[src/rtl/ps2_pkg.sv]
// ps2_pkg: shared definitions for the PS/2 host transmit and receive paths.
// Holds the transmitter state encoding, common command/response bytes,
// default cycle counts for a 50 MHz system clock and the parity helper.
package ps2_pkg;

  typedef enum logic [2:0] {
    ST_IDLE      = 3'd0,
    ST_INHIBIT   = 3'd1,
    ST_RTS       = 3'd2,
    ST_TX        = 3'd3,
    ST_ACK       = 3'd4,
    ST_WAIT_IDLE = 3'd5,
    ST_DONE      = 3'd6
  } ps2_tx_state_e;

  localparam logic [7:0] PS2_CMD_SET_LEDS = 8'hED;
  localparam logic [7:0] PS2_CMD_ECHO     = 8'hEE;
  localparam logic [7:0] PS2_CMD_RESET    = 8'hFF;
  localparam logic [7:0] PS2_RESP_ACK     = 8'hFA;

  // 100 us clock inhibit and 15 ms device-silence watchdog at 50 MHz
  localparam int PS2_INHIBIT_CYCLES = 5000;
  localparam int PS2_TIMEOUT_CYCLES = 750000;

  // PS/2 frames carry odd parity: the parity bit makes the 9-bit count of ones odd
  function automatic logic ps2_odd_parity(input logic [7:0] data);
    return ~(^data);
  endfunction

endpackage

[src/rtl/ps2_line_sync.sv]
// ps2_line_sync: brings the asynchronous PS2_CLK / PS2_DAT pad levels into
// the clk domain and flags device clock falling edges.
// Ports:
//   clk, resetn          system clock, asynchronous active-low reset
//   ps2_clk_in/dat_in    raw pad levels
//   clk_sync/dat_sync    pad levels after two flops
//   clk_fe               one-cycle pulse: synchronised clock went 1 -> 0
// Flops reset to 1 (idle bus level) so leaving reset never fakes an edge.
module ps2_line_sync (
  input  logic clk,
  input  logic resetn,
  input  logic ps2_clk_in,
  input  logic ps2_dat_in,
  output logic clk_sync,
  output logic dat_sync,
  output logic clk_fe
);

  logic [1:0] clk_meta_r;
  logic [1:0] dat_meta_r;
  logic       clk_prev_r;

  // Two-stage synchronisers plus the previous synchronised clock level
  always_ff @(posedge clk or negedge resetn) begin
    if (!resetn) begin
      clk_meta_r <= 2'b11;
      dat_meta_r <= 2'b11;
      clk_prev_r <= 1'b1;
    end else begin
      clk_meta_r <= {clk_meta_r[0], ps2_clk_in};
      dat_meta_r <= {dat_meta_r[0], ps2_dat_in};
      clk_prev_r <= clk_meta_r[1];
    end
  end

  assign clk_sync = clk_meta_r[1];
  assign dat_sync = dat_meta_r[1];
  assign clk_fe   = clk_prev_r & ~clk_meta_r[1];

endmodule

[src/rtl/ps2_host_transmitter.sv]
// ps2_host_transmitter: sends one command byte from the host to a PS/2
// device: clock inhibit, request-to-send, 8 data bits LSB first, odd parity,
// stop, then samples the device acknowledge bit.
// Ports:
//   clk, resetn                 system clock, asynchronous active-low reset
//   send, send_data             one-cycle request and byte, taken when busy=0
//   ps2_clk_in, ps2_dat_in      raw pad levels (asynchronous)
//   ps2_clk_drive_low/dat_...   1 = pull the open-drain line low
//   busy                        frame in flight (gates the receive path)
//   done                        one-cycle end-of-frame pulse
//   ack_error, timeout          frame status, updated with done
// Optional feature: define PS2_TX_TIMEOUT_EN to build the device-silence
// watchdog; without it, timeout is always 0 and a silent device stalls TX.
module ps2_host_transmitter
  import ps2_pkg::*;
#(
  parameter int INHIBIT_CYCLES = PS2_INHIBIT_CYCLES,
  parameter int TIMEOUT_CYCLES = PS2_TIMEOUT_CYCLES
) (
  input  logic       clk,
  input  logic       resetn,
  input  logic       send,
  input  logic [7:0] send_data,
  input  logic       ps2_clk_in,
  input  logic       ps2_dat_in,
  output logic       ps2_clk_drive_low,
  output logic       ps2_dat_drive_low,
  output logic       busy,
  output logic       done,
  output logic       ack_error,
  output logic       timeout
);

  localparam int INH_W = (INHIBIT_CYCLES > 1) ? $clog2(INHIBIT_CYCLES) : 1;
  localparam logic [INH_W-1:0] INH_LAST = INH_W'(INHIBIT_CYCLES - 1);

  if (INHIBIT_CYCLES < 1 || TIMEOUT_CYCLES < 2) begin : g_param_check
    $error("ps2_host_transmitter: cycle counts out of range");
  end

  ps2_tx_state_e    state_r, state_nxt;
  logic [7:0]       data_r, data_nxt;
  logic             parity_r, parity_nxt;
  logic [INH_W-1:0] inh_cnt_r, inh_cnt_nxt;
  logic [3:0]       bit_cnt_r, bit_cnt_nxt;
  logic             ack_bit_r, ack_bit_nxt;
  logic             clk_dl_r, clk_dl_nxt;
  logic             dat_dl_r, dat_dl_nxt;
  logic             busy_r, busy_nxt;
  logic             done_r, done_nxt;
  logic             ack_error_r, ack_error_nxt;
  logic             timeout_r, timeout_nxt;

  logic clk_sync_s;
  logic dat_sync_s;
  logic clk_fe_s;

  ps2_line_sync u_line_sync (
    .clk        (clk),
    .resetn     (resetn),
    .ps2_clk_in (ps2_clk_in),
    .ps2_dat_in (ps2_dat_in),
    .clk_sync   (clk_sync_s),
    .dat_sync   (dat_sync_s),
    .clk_fe     (clk_fe_s)
  );

`ifdef PS2_TX_TIMEOUT_EN
  localparam int WD_W = $clog2(TIMEOUT_CYCLES);
  localparam logic [WD_W-1:0] WD_LAST = WD_W'(TIMEOUT_CYCLES - 1);

  logic [WD_W-1:0] wd_r, wd_nxt;
  logic            wd_active_s;

  assign wd_active_s = (state_r == ST_TX) || (state_r == ST_ACK) ||
                       (state_r == ST_WAIT_IDLE);

  // Watchdog next value: cleared entering TX and on every device clock edge
  always_comb begin
    wd_nxt = wd_r;
    if (state_r == ST_RTS || clk_fe_s) begin
      wd_nxt = '0;
    end else if (wd_active_s) begin
      wd_nxt = wd_r + 1'b1;
    end else begin
      wd_nxt = '0;
    end
  end

  // Watchdog register
  always_ff @(posedge clk or negedge resetn) begin
    if (!resetn) begin
      wd_r <= '0;
    end else begin
      wd_r <= wd_nxt;
    end
  end
`endif

  // Next-state and next-output logic; outputs are registered from *_nxt
  always_comb begin
    state_nxt     = state_r;
    data_nxt      = data_r;
    parity_nxt    = parity_r;
    inh_cnt_nxt   = inh_cnt_r;
    bit_cnt_nxt   = bit_cnt_r;
    ack_bit_nxt   = ack_bit_r;
    clk_dl_nxt    = clk_dl_r;
    dat_dl_nxt    = dat_dl_r;
    busy_nxt      = busy_r;
    done_nxt      = 1'b0;
    ack_error_nxt = ack_error_r;
    timeout_nxt   = timeout_r;

    case (state_r)
      ST_IDLE: begin
        clk_dl_nxt = 1'b0;
        dat_dl_nxt = 1'b0;
        if (send) begin
          data_nxt      = send_data;
          parity_nxt    = ps2_odd_parity(send_data);
          inh_cnt_nxt   = '0;
          clk_dl_nxt    = 1'b1;
          busy_nxt      = 1'b1;
          ack_error_nxt = 1'b0;
          timeout_nxt   = 1'b0;
          state_nxt     = ST_INHIBIT;
        end else begin
          busy_nxt = 1'b0;
        end
      end

      ST_INHIBIT: begin
        if (inh_cnt_r == INH_LAST) begin
          dat_dl_nxt = 1'b1;  // start bit: request-to-send
          state_nxt  = ST_RTS;
        end else begin
          inh_cnt_nxt = inh_cnt_r + 1'b1;
        end
      end

      ST_RTS: begin
        clk_dl_nxt  = 1'b0;   // hand the clock to the device
        bit_cnt_nxt = 4'd0;
        state_nxt   = ST_TX;
      end

      ST_TX: begin
        // Each device falling edge presents the next bit; bit_cnt_r counts
        // edges already seen, so it selects the bit to put on the line now.
        if (clk_fe_s) begin
          bit_cnt_nxt = bit_cnt_r + 4'd1;
          case (bit_cnt_r)
            4'd0, 4'd1, 4'd2, 4'd3, 4'd4, 4'd5, 4'd6, 4'd7: begin
              dat_dl_nxt = ~data_r[bit_cnt_r[2:0]];
            end
            4'd8: begin
              dat_dl_nxt = ~parity_r;
            end
            default: begin
              dat_dl_nxt = 1'b0;  // stop bit is the released line
              state_nxt  = ST_ACK;
            end
          endcase
        end else begin
          bit_cnt_nxt = bit_cnt_r;
        end
      end

      ST_ACK: begin
        if (clk_fe_s) begin
          ack_bit_nxt = dat_sync_s;
          state_nxt   = ST_WAIT_IDLE;
        end else begin
          ack_bit_nxt = ack_bit_r;
        end
      end

      ST_WAIT_IDLE: begin
        if (clk_sync_s && dat_sync_s) begin
          done_nxt      = 1'b1;
          ack_error_nxt = ack_bit_r;
          timeout_nxt   = 1'b0;
          state_nxt     = ST_DONE;
        end else begin
          state_nxt = ST_WAIT_IDLE;
        end
      end

      ST_DONE: begin
        busy_nxt  = 1'b0;
        state_nxt = ST_IDLE;
      end

      default: begin
        clk_dl_nxt = 1'b0;
        dat_dl_nxt = 1'b0;
        busy_nxt   = 1'b0;
        state_nxt  = ST_IDLE;
      end
    endcase

`ifdef PS2_TX_TIMEOUT_EN
    // A silent device aborts the frame: release both lines and report
    if (wd_active_s && wd_r == WD_LAST) begin
      clk_dl_nxt    = 1'b0;
      dat_dl_nxt    = 1'b0;
      done_nxt      = 1'b1;
      ack_error_nxt = 1'b1;
      timeout_nxt   = 1'b1;
      state_nxt     = ST_DONE;
    end else begin
      timeout_nxt = timeout_nxt;
    end
`endif
  end

  // State, datapath and output registers
  always_ff @(posedge clk or negedge resetn) begin
    if (!resetn) begin
      state_r     <= ST_IDLE;
      data_r      <= 8'h00;
      parity_r    <= 1'b0;
      inh_cnt_r   <= '0;
      bit_cnt_r   <= 4'd0;
      ack_bit_r   <= 1'b0;
      clk_dl_r    <= 1'b0;
      dat_dl_r    <= 1'b0;
      busy_r      <= 1'b0;
      done_r      <= 1'b0;
      ack_error_r <= 1'b0;
      timeout_r   <= 1'b0;
    end else begin
      state_r     <= state_nxt;
      data_r      <= data_nxt;
      parity_r    <= parity_nxt;
      inh_cnt_r   <= inh_cnt_nxt;
      bit_cnt_r   <= bit_cnt_nxt;
      ack_bit_r   <= ack_bit_nxt;
      clk_dl_r    <= clk_dl_nxt;
      dat_dl_r    <= dat_dl_nxt;
      busy_r      <= busy_nxt;
      done_r      <= done_nxt;
      ack_error_r <= ack_error_nxt;
      timeout_r   <= timeout_nxt;
    end
  end

  assign ps2_clk_drive_low = clk_dl_r;
  assign ps2_dat_drive_low = dat_dl_r;
  assign busy              = busy_r;
  assign done              = done_r;
  assign ack_error         = ack_error_r;
  assign timeout           = timeout_r;

endmodule

[config.mk]
export PLATFORM = sky130hd
export DESIGN_NAME = ps2_host_transmitter
export DESIGN_NICKNAME = d
export VERILOG_FILES = /design/src/rtl/ps2_pkg.sv /design/src/rtl/ps2_line_sync.sv /design/src/rtl/ps2_host_transmitter.sv
export SDC_FILE = /design/constraint.sdc
export NUM_CORES = 1
export LEC_CHECK = 0
export CORE_UTILIZATION = 56
export CTS_CLUSTER_DIAMETER = 200
export CTS_CLUSTER_SIZE = 8
export DETAILED_ROUTE_END_ITERATION = 10
export GPL_ROUTABILITY_DRIVEN = 0
export PLACE_DENSITY = 0.76
export SYNTH_ARGS = -nofsm -noshare
export SYNTH_HDL_FRONTEND = slang
export SYNTH_SLANG_ARGS = --single-unit
[constraint.sdc]
create_clock -name clk -period 2.5 [get_ports clk]
set_clock_uncertainty 0.1 [all_clocks]
set_input_delay 0.25 -clock clk [delete_from_list [all_inputs] [get_ports clk]]
set_output_delay 0.25 -clock clk [all_outputs]
set_load 0.03 [all_outputs]
Word-level counts from Yosys, hierarchy flattened
Index checks and enable logic that the tools add are counted.
Operators by class
  add/subtract/negate cells: 2
  magnitude comparators: 1
  equal/unequal tests: 22
  multiplexer cells: 28
  bitwise operators: 6
  reduce and logical (&&, ||, !) cells: 19
Operators with widths (count)
  13-bit two-way mux: 2
  13-bit case mux with 2 select lines: 1
  3-bit case mux with 6 select lines: 1
  4-bit by 3-bit == test with 1-bit output (second input constant): 4
  3-bit two-way mux: 5
  2-bit != test (second input constant): 7
  13-bit by 1-bit adder with 13-bit output (second input constant): 1
  13-bit == test (second input constant): 1
  1-bit case mux with 2 select lines: 5
  5-bit OR reduction: 2
  3-bit == test (second input constant): 3
  1-bit two-way mux: 9
  3-bit AND reduction: 3
  9-bit OR reduction: 1
  4-bit by 2-bit == test with 1-bit output (second input constant): 2
  4-bit case mux with 2 select lines: 1
  8-bit OR reduction: 1
  8-bit parity: 1
  3-bit by 2-bit == test with 1-bit output (second input constant): 2
  2-bit AND reduction: 3
  2-bit nonzero test: 3
  1-bit inverter: 5
  5-bit AND reduction: 1
  4-bit by 1-bit adder with 4-bit output (second input constant): 1
  13 further kinds: 13
Storage, ports and cells
  bits in registers: 41
  output and inout bits: 6
  logic and storage cells: 93

Logic depth before layout (Yosys ltp)
  word-level depth: 6
  gate-level depth with buffers: 7
  mapped depth without buffers: 6

Cells and area by module
A second synthesis with hierarchy kept.
Unflattened totals
  cells, all modules: 224
  area total of the unflattened synthesis: 2114.5 sq um
By module, submodules not included
  ps2_host_transmitter: instances 1, cells each 218, area an instance 1969.4 sq um, seq. area each 875.8 sq um
  ps2_line_sync: instances 1, cells each 6, area an instance 145.1 sq um, seq. area each 131.4 sq um

Least setup slack after synthesis
No wires, ideal clock.
  path type: reg-to-reg
  start point: reg state_r[1]
  end point: reg inh_cnt_r[11]
  data arrival time: 1727 ps
  required time: 2322 ps
  slack: 595 ps
  stages on the path, launching flop included: 6
  clock period less this slack: 1905 ps
  path through: dfrtp_1 or3b_1 buf_2 or3_1 or3_1 a21oi_1
Between the ends
  word-level cells in the longest chain between the ends: 3
  elaborated cells between the ends (all ways): 7
  those cells by class: eq/ne (3); mux (1); reduce/logical (3)
Ends and longest elaborated chain
  from (decl): line ps2_host_transmitter.sv:41  | ps2_tx_state_e state_r, state_nxt;
  from (signal assigned): line ps2_host_transmitter.sv:234  | state_r <= state_nxt;
  3-bit by 1-bit == test with 1-bit output / 3-bit logical NOT (equally long branches): line ps2_host_transmitter.sv:115  | case (state_r)
  2-bit != test (no source line) / 2-bit nonzero test (equally long branches)
  3-bit AND reduction (no source line)
  to (signal assigned): line ps2_host_transmitter.sv:237  | inh_cnt_r <= inh_cnt_nxt;
  to (decl): line ps2_host_transmitter.sv:44  | logic [INH_W-1:0] inh_cnt_r, inh_cnt_nxt;
Several ways; a longest one is shown, not always the timed one.
A chain may end at the register's enable or synchronous reset.

Worst setup path after layout
Ends and elaborated chain as after synthesis.

==> impl_results.rst <==
.. list-table::
   :header-rows: 1

   * - Metric
     - Value
   * - Clock-pin slew on the worst setup and hold paths
     - around 80 ps
   * - Top cells by count, synth
     - 37 x sky130_fd_sc_hd__nand2_1, 35 x sky130_fd_sc_hd__dfrtp_1, 13 x sky130_fd_sc_hd__nor2_1, 11 x sky130_fd_sc_hd__nand3_1, 11 x sky130_fd_sc_hd__xnor2_1
   * - Number of pins with negative max-slew slack in the final report
     - 0
   * - Number of warning messages in the yosys log
     - 0
   * - Register area
     - between 1000 and 1500 um2
   * - Worst setup SP type
     - flop
   * - Max Buffers Root-to-Sink
     - 2
   * - Core Rows
     - 21
   * - Antenna violations before repair
     - 0
   * - P&R area growth vs syn
     - 15.5%
   * - F_max
     - about 0.46 GHz
   * - Wire per inst
     - about 14 um
   * - DIE WIDTH
     - 62.7 um
   * - Multi-input gate area in the final layout
     - ~1000 um2
   * - Vias/cell
     - roughly 5.6
   * - Global-route wire length before repair
     - 7.20 mm
   * - Final Critical Period
     - 2170 ps
   * - Setup slack of the most critical reg-to-reg path
     - 330 ps
   * - Worst Setup Path Type
     - flop to flop
   * - Residual overflow from global routing
     - 0
   * - PD cells
     - between 1000 and 1500 nW/um2
   * - Crit-path max FO
     - 16
   * - Async set or reset register ratio after synthesis
     - 100%
   * - Unrepaired setup endpoints after global routing
     - no
   * - Synth cell types
     - between 40 and 50
   * - Sequential fraction of the synthesis area
     - around half
   * - Maximum number of pins on one net before global-route repair
     - roughly 40
   * - Ys flop type
     - sky130_fd_sc_hd__dfrtp_1
   * - Flip-flop and latch count after synthesis
     - 40
   * - Longest individual stage delay on the worst path
     - between 500 and 600 ps
   * - Worst path arrival time
     - 2290 ps
   * - H-tree levels
     - 2
   * - Post-synthesis cell type with the largest combined area
     - sky130_fd_sc_hd__dfrtp_1
   * - DRT Pass-1 Iters
     - 4
   * - Number of cells on the worst reg-to-reg path
     - 4
   * - Buffers added on ports
     - 17
   * - Setup Buffers After CTS
     - 0
   * - Result of the run
     - complete, no violations
   * - Required time reported for the critical path endpoint
     - 2620 ps
   * - Cell total after placement
     - around 270
   * - WP buf/inv
     - 0
   * - Cts bufs inserted
     - 5
   * - Sum of negative setup slack
     - 0 ps
   * - Initial core utilization
     - roughly three fifths
   * - Most frequently used cell type in the post-synthesis netlist
     - sky130_fd_sc_hd__nand2_1
   * - Share of the clock period used by the worst path
     - 86.7%
   * - Inserted Diodes
     - 0
   * - Count of unresolved DRC violations after routing
     - 0
   * - Class of the worst hold path
     - primary input to flop
   * - Number of synthesized flops with an enable pin
     - 0
   * - Max-slew headroom
     - 42.4%
   * - Slowest cell on the critical path
     - sky130_fd_sc_hd__dfrtp_1
   * - Post-synthesis area per instance
     - between 9 and 10 um2
   * - Area contributors post-synth
     - sky130_fd_sc_hd__dfrtp_1 42%, sky130_fd_sc_hd__nand2_1 6.7%, sky130_fd_sc_hd__dfstp_2 6.4%, sky130_fd_sc_hd__xnor2_1 4.7%, sky130_fd_sc_hd__ha_1 3.0%
   * - Critical Path Most Common Cell
     - sky130_fd_sc_hd__or3_1
   * - Latest clock arrival within the worst-skew pair
     - roughly 290 ps
   * - I/O pins
     - 19
   * - Total wire length after detailed routing
     - around 4 mm
   * - Largest delay contributor family on the critical path
     - simple AND/OR/NAND/NOR gates
   * - Die boundary height
     - around 63 um
   * - Post-synthesis cell count
     - between 200 and 250
   * - Fin nets
     - 253
   * - Static leakage power
     - slightly above 1 nW
   * - Count of endpoints failing setup in the final report
     - 0
   * - Full die area
     - a little under 4000 um2
   * - Via count of the first global-routing pass
     - 1619
   * - Share of the synthesized area in the top cell type
     - between 40% and 50%
   * - Netlist Area Pre-Place
     - between 2000 and 2500 um2
   * - Type of element capturing the critical path
     - flop
   * - Root Buffer
     - sky130_fd_sc_hd__clkbuf_8
   * - Number of nets produced by synthesis
     - ~240
   * - DP HPWL
     - 2.86 mm
   * - Number of fill cells
     - 280
   * - Worst Tran Pin Value
     - 864 ps
   * - Global-route total usage across every layer
     - 23.8%
   * - Std-Cell Core Area
     - about 3400 um2
   * - Count of vias placed by the detailed router
     - approximately 1600
   * - Detail Route Antenna Nets
     - 0
   * - Worst Hold Path Cells
     - 1
   * - Count of clock tree sinks
     - 40
   * - Highest ir drop seen on vdd
     - 0.458 mV
   * - Crit path depth
     - 4
   * - Clock tree from TritonCTS
     - done
   * - Initial drt markers
     - approximately 100
   * - Post-Layout Cell Count
     - between 200 and 300
   * - Share of post-route cells with drive strength above 1
     - about a tenth
   * - Ordered cell list for the critical path
     - or3b_1, or3_1, or3_1, a21oi_1
   * - Number of max-cap violations
     - 0
   * - Final hold viol count
     - 0
==> placed cells by master, fill, tap and decap left out, types with 3 or more instances in the layout <==
master                            count
sky130_fd_sc_hd__a21oi_1              7
sky130_fd_sc_hd__ha_1                 5
sky130_fd_sc_hd__xnor2_1             11
sky130_fd_sc_hd__dfstp_2              5
sky130_fd_sc_hd__mux2_2               3
sky130_fd_sc_hd__nand4_1              3
sky130_fd_sc_hd__nor3_1               4
sky130_fd_sc_hd__clkdlybuf4s50_1     16
sky130_fd_sc_hd__nor4_1               5
sky130_fd_sc_hd__inv_1               10
sky130_fd_sc_hd__xor2_1               3
sky130_fd_sc_hd__or3_1                6
sky130_fd_sc_hd__dfrtp_1             35
sky130_fd_sc_hd__nand2b_1             6
sky130_fd_sc_hd__nand3_1             11
sky130_fd_sc_hd__nand2_1             37
sky130_fd_sc_hd__clkbuf_8             5
sky130_fd_sc_hd__nor2_1              13
sky130_fd_sc_hd__o21a_1               3
sky130_fd_sc_hd__o21ai_0             10
==> worst reg2reg max path: stages, from the launching register on <==
cell and delay [ps]:
sky130_fd_sc_hd__dfrtp_1 550, sky130_fd_sc_hd__or3b_1 520, sky130_fd_sc_hd__or3_1 420, sky130_fd_sc_hd__or3_1 350, sky130_fd_sc_hd__a21oi_1 150
==> routing by layer <==
| layer | routed length, um | track usage [%] |
|---|---|---|
| met3 | 151 | 6.02 |
| met1 | 1800 | 28.8 |
| met4 | 47 | 9.30 |
| met2 | 1980 | 40.6 |
| met5 | 0 | 0 |
==> path summary, 6_finish.rpt <==
path                                                      from                                   to
min in group asynchronous                               resetn               state_r[2]$_DFFE_PN0P_
hold / removal                                      ps2_dat_in  u_line_sync.dat_meta_r[0]$_DFF_PN1_
max in group asynchronous                               resetn                data_r[7]$_DFFE_PN0P_
setup reg to reg                        state_r[1]$_DFFE_PN0P_            inh_cnt_r[11]$_DFFE_PN0P_
setup / recovery                        state_r[1]$_DFFE_PN0P_            inh_cnt_r[11]$_DFFE_PN0P_
hold reg to reg            u_line_sync.clk_meta_r[0]$_DFF_PN1_  u_line_sync.clk_meta_r[1]$_DFF_PN1_
==> sequential cells by signal, indices dropped and copies added, names as in the netlist <==
register                cells
busy                        1
ps2_dat_drive_low           1
parity_r                    1
state_r                     3
data_r                      8
ps2_clk_drive_low           1
inh_cnt_r                  13
done                        1
u_line_sync.clk_meta_r      2
bit_cnt_r                   4
ack_error                   1
u_line_sync.clk_prev_r      1
u_line_sync.dat_meta_r      2
ack_bit_r                   1
==> stage by stage <==
stage	utilization [%]	hold slack [ps]	total power, mW	setup slack [ps]	cell area (um2)
floorplan	-	-146	1.73	595	2070
global placement	65.8	246	1.96	461	2260
detailed placement	65.8	248	2.01	356	2260
CTS	69.3	249	2.54	333	2390
global route	69.3	252	2.72	234	2390
finish	69.3	253	2.53	333	2390
==> logic make-up (layout without fill, tap and decap cells) <==
| logic type | after synthesis | in the layout | share of synthesized area, % |
|---|---|---|---|
| AND/OR/NAND/NOR | 96 | 96 | 23.2 |
| flip-flops | 40 | 40 | 48.8 |
| AO/OA/AOI/OAI | 36 | 36 | 11.5 |
| buffers and inverters | 19 | 38 | 3.70 |
| XOR/XNOR | 14 | 14 | 5.94 |
| multiplexers | 6 | 6 | 3.69 |
| adder cells (fa/ha/maj) | 5 | 5 | 3.03 |
| other | 1 | 1 | 0.182 |
==> area by class of cell <==
type,instances,area share (%)
Timing Repair Buffer,20,7.97
Sequential cell,40,42.2
Clock inverter,3,1.78
Clock buffer,5,2.88
Tap cell,46,2.41
Inverter,10,1.57
Multi-Input combinational cell,158,41.2
==> timing repair <==
action	4_1_cts	5_1_grt
hold endpoints to repair	35	0
hold buffers	1	0
gates resized for setup	0	0
==> where the power goes <==
part | internal [mW] | total (mW) | switching, mW
combinational | 0.414 | 0.952 | 0.538
sequential | 0.850 | 1.05 | 0.204
clock | 0.295 | 0.523 | 0.228
total | 1.56 | 2.53 | 0.969
Power figures use the tool's default switching activity.
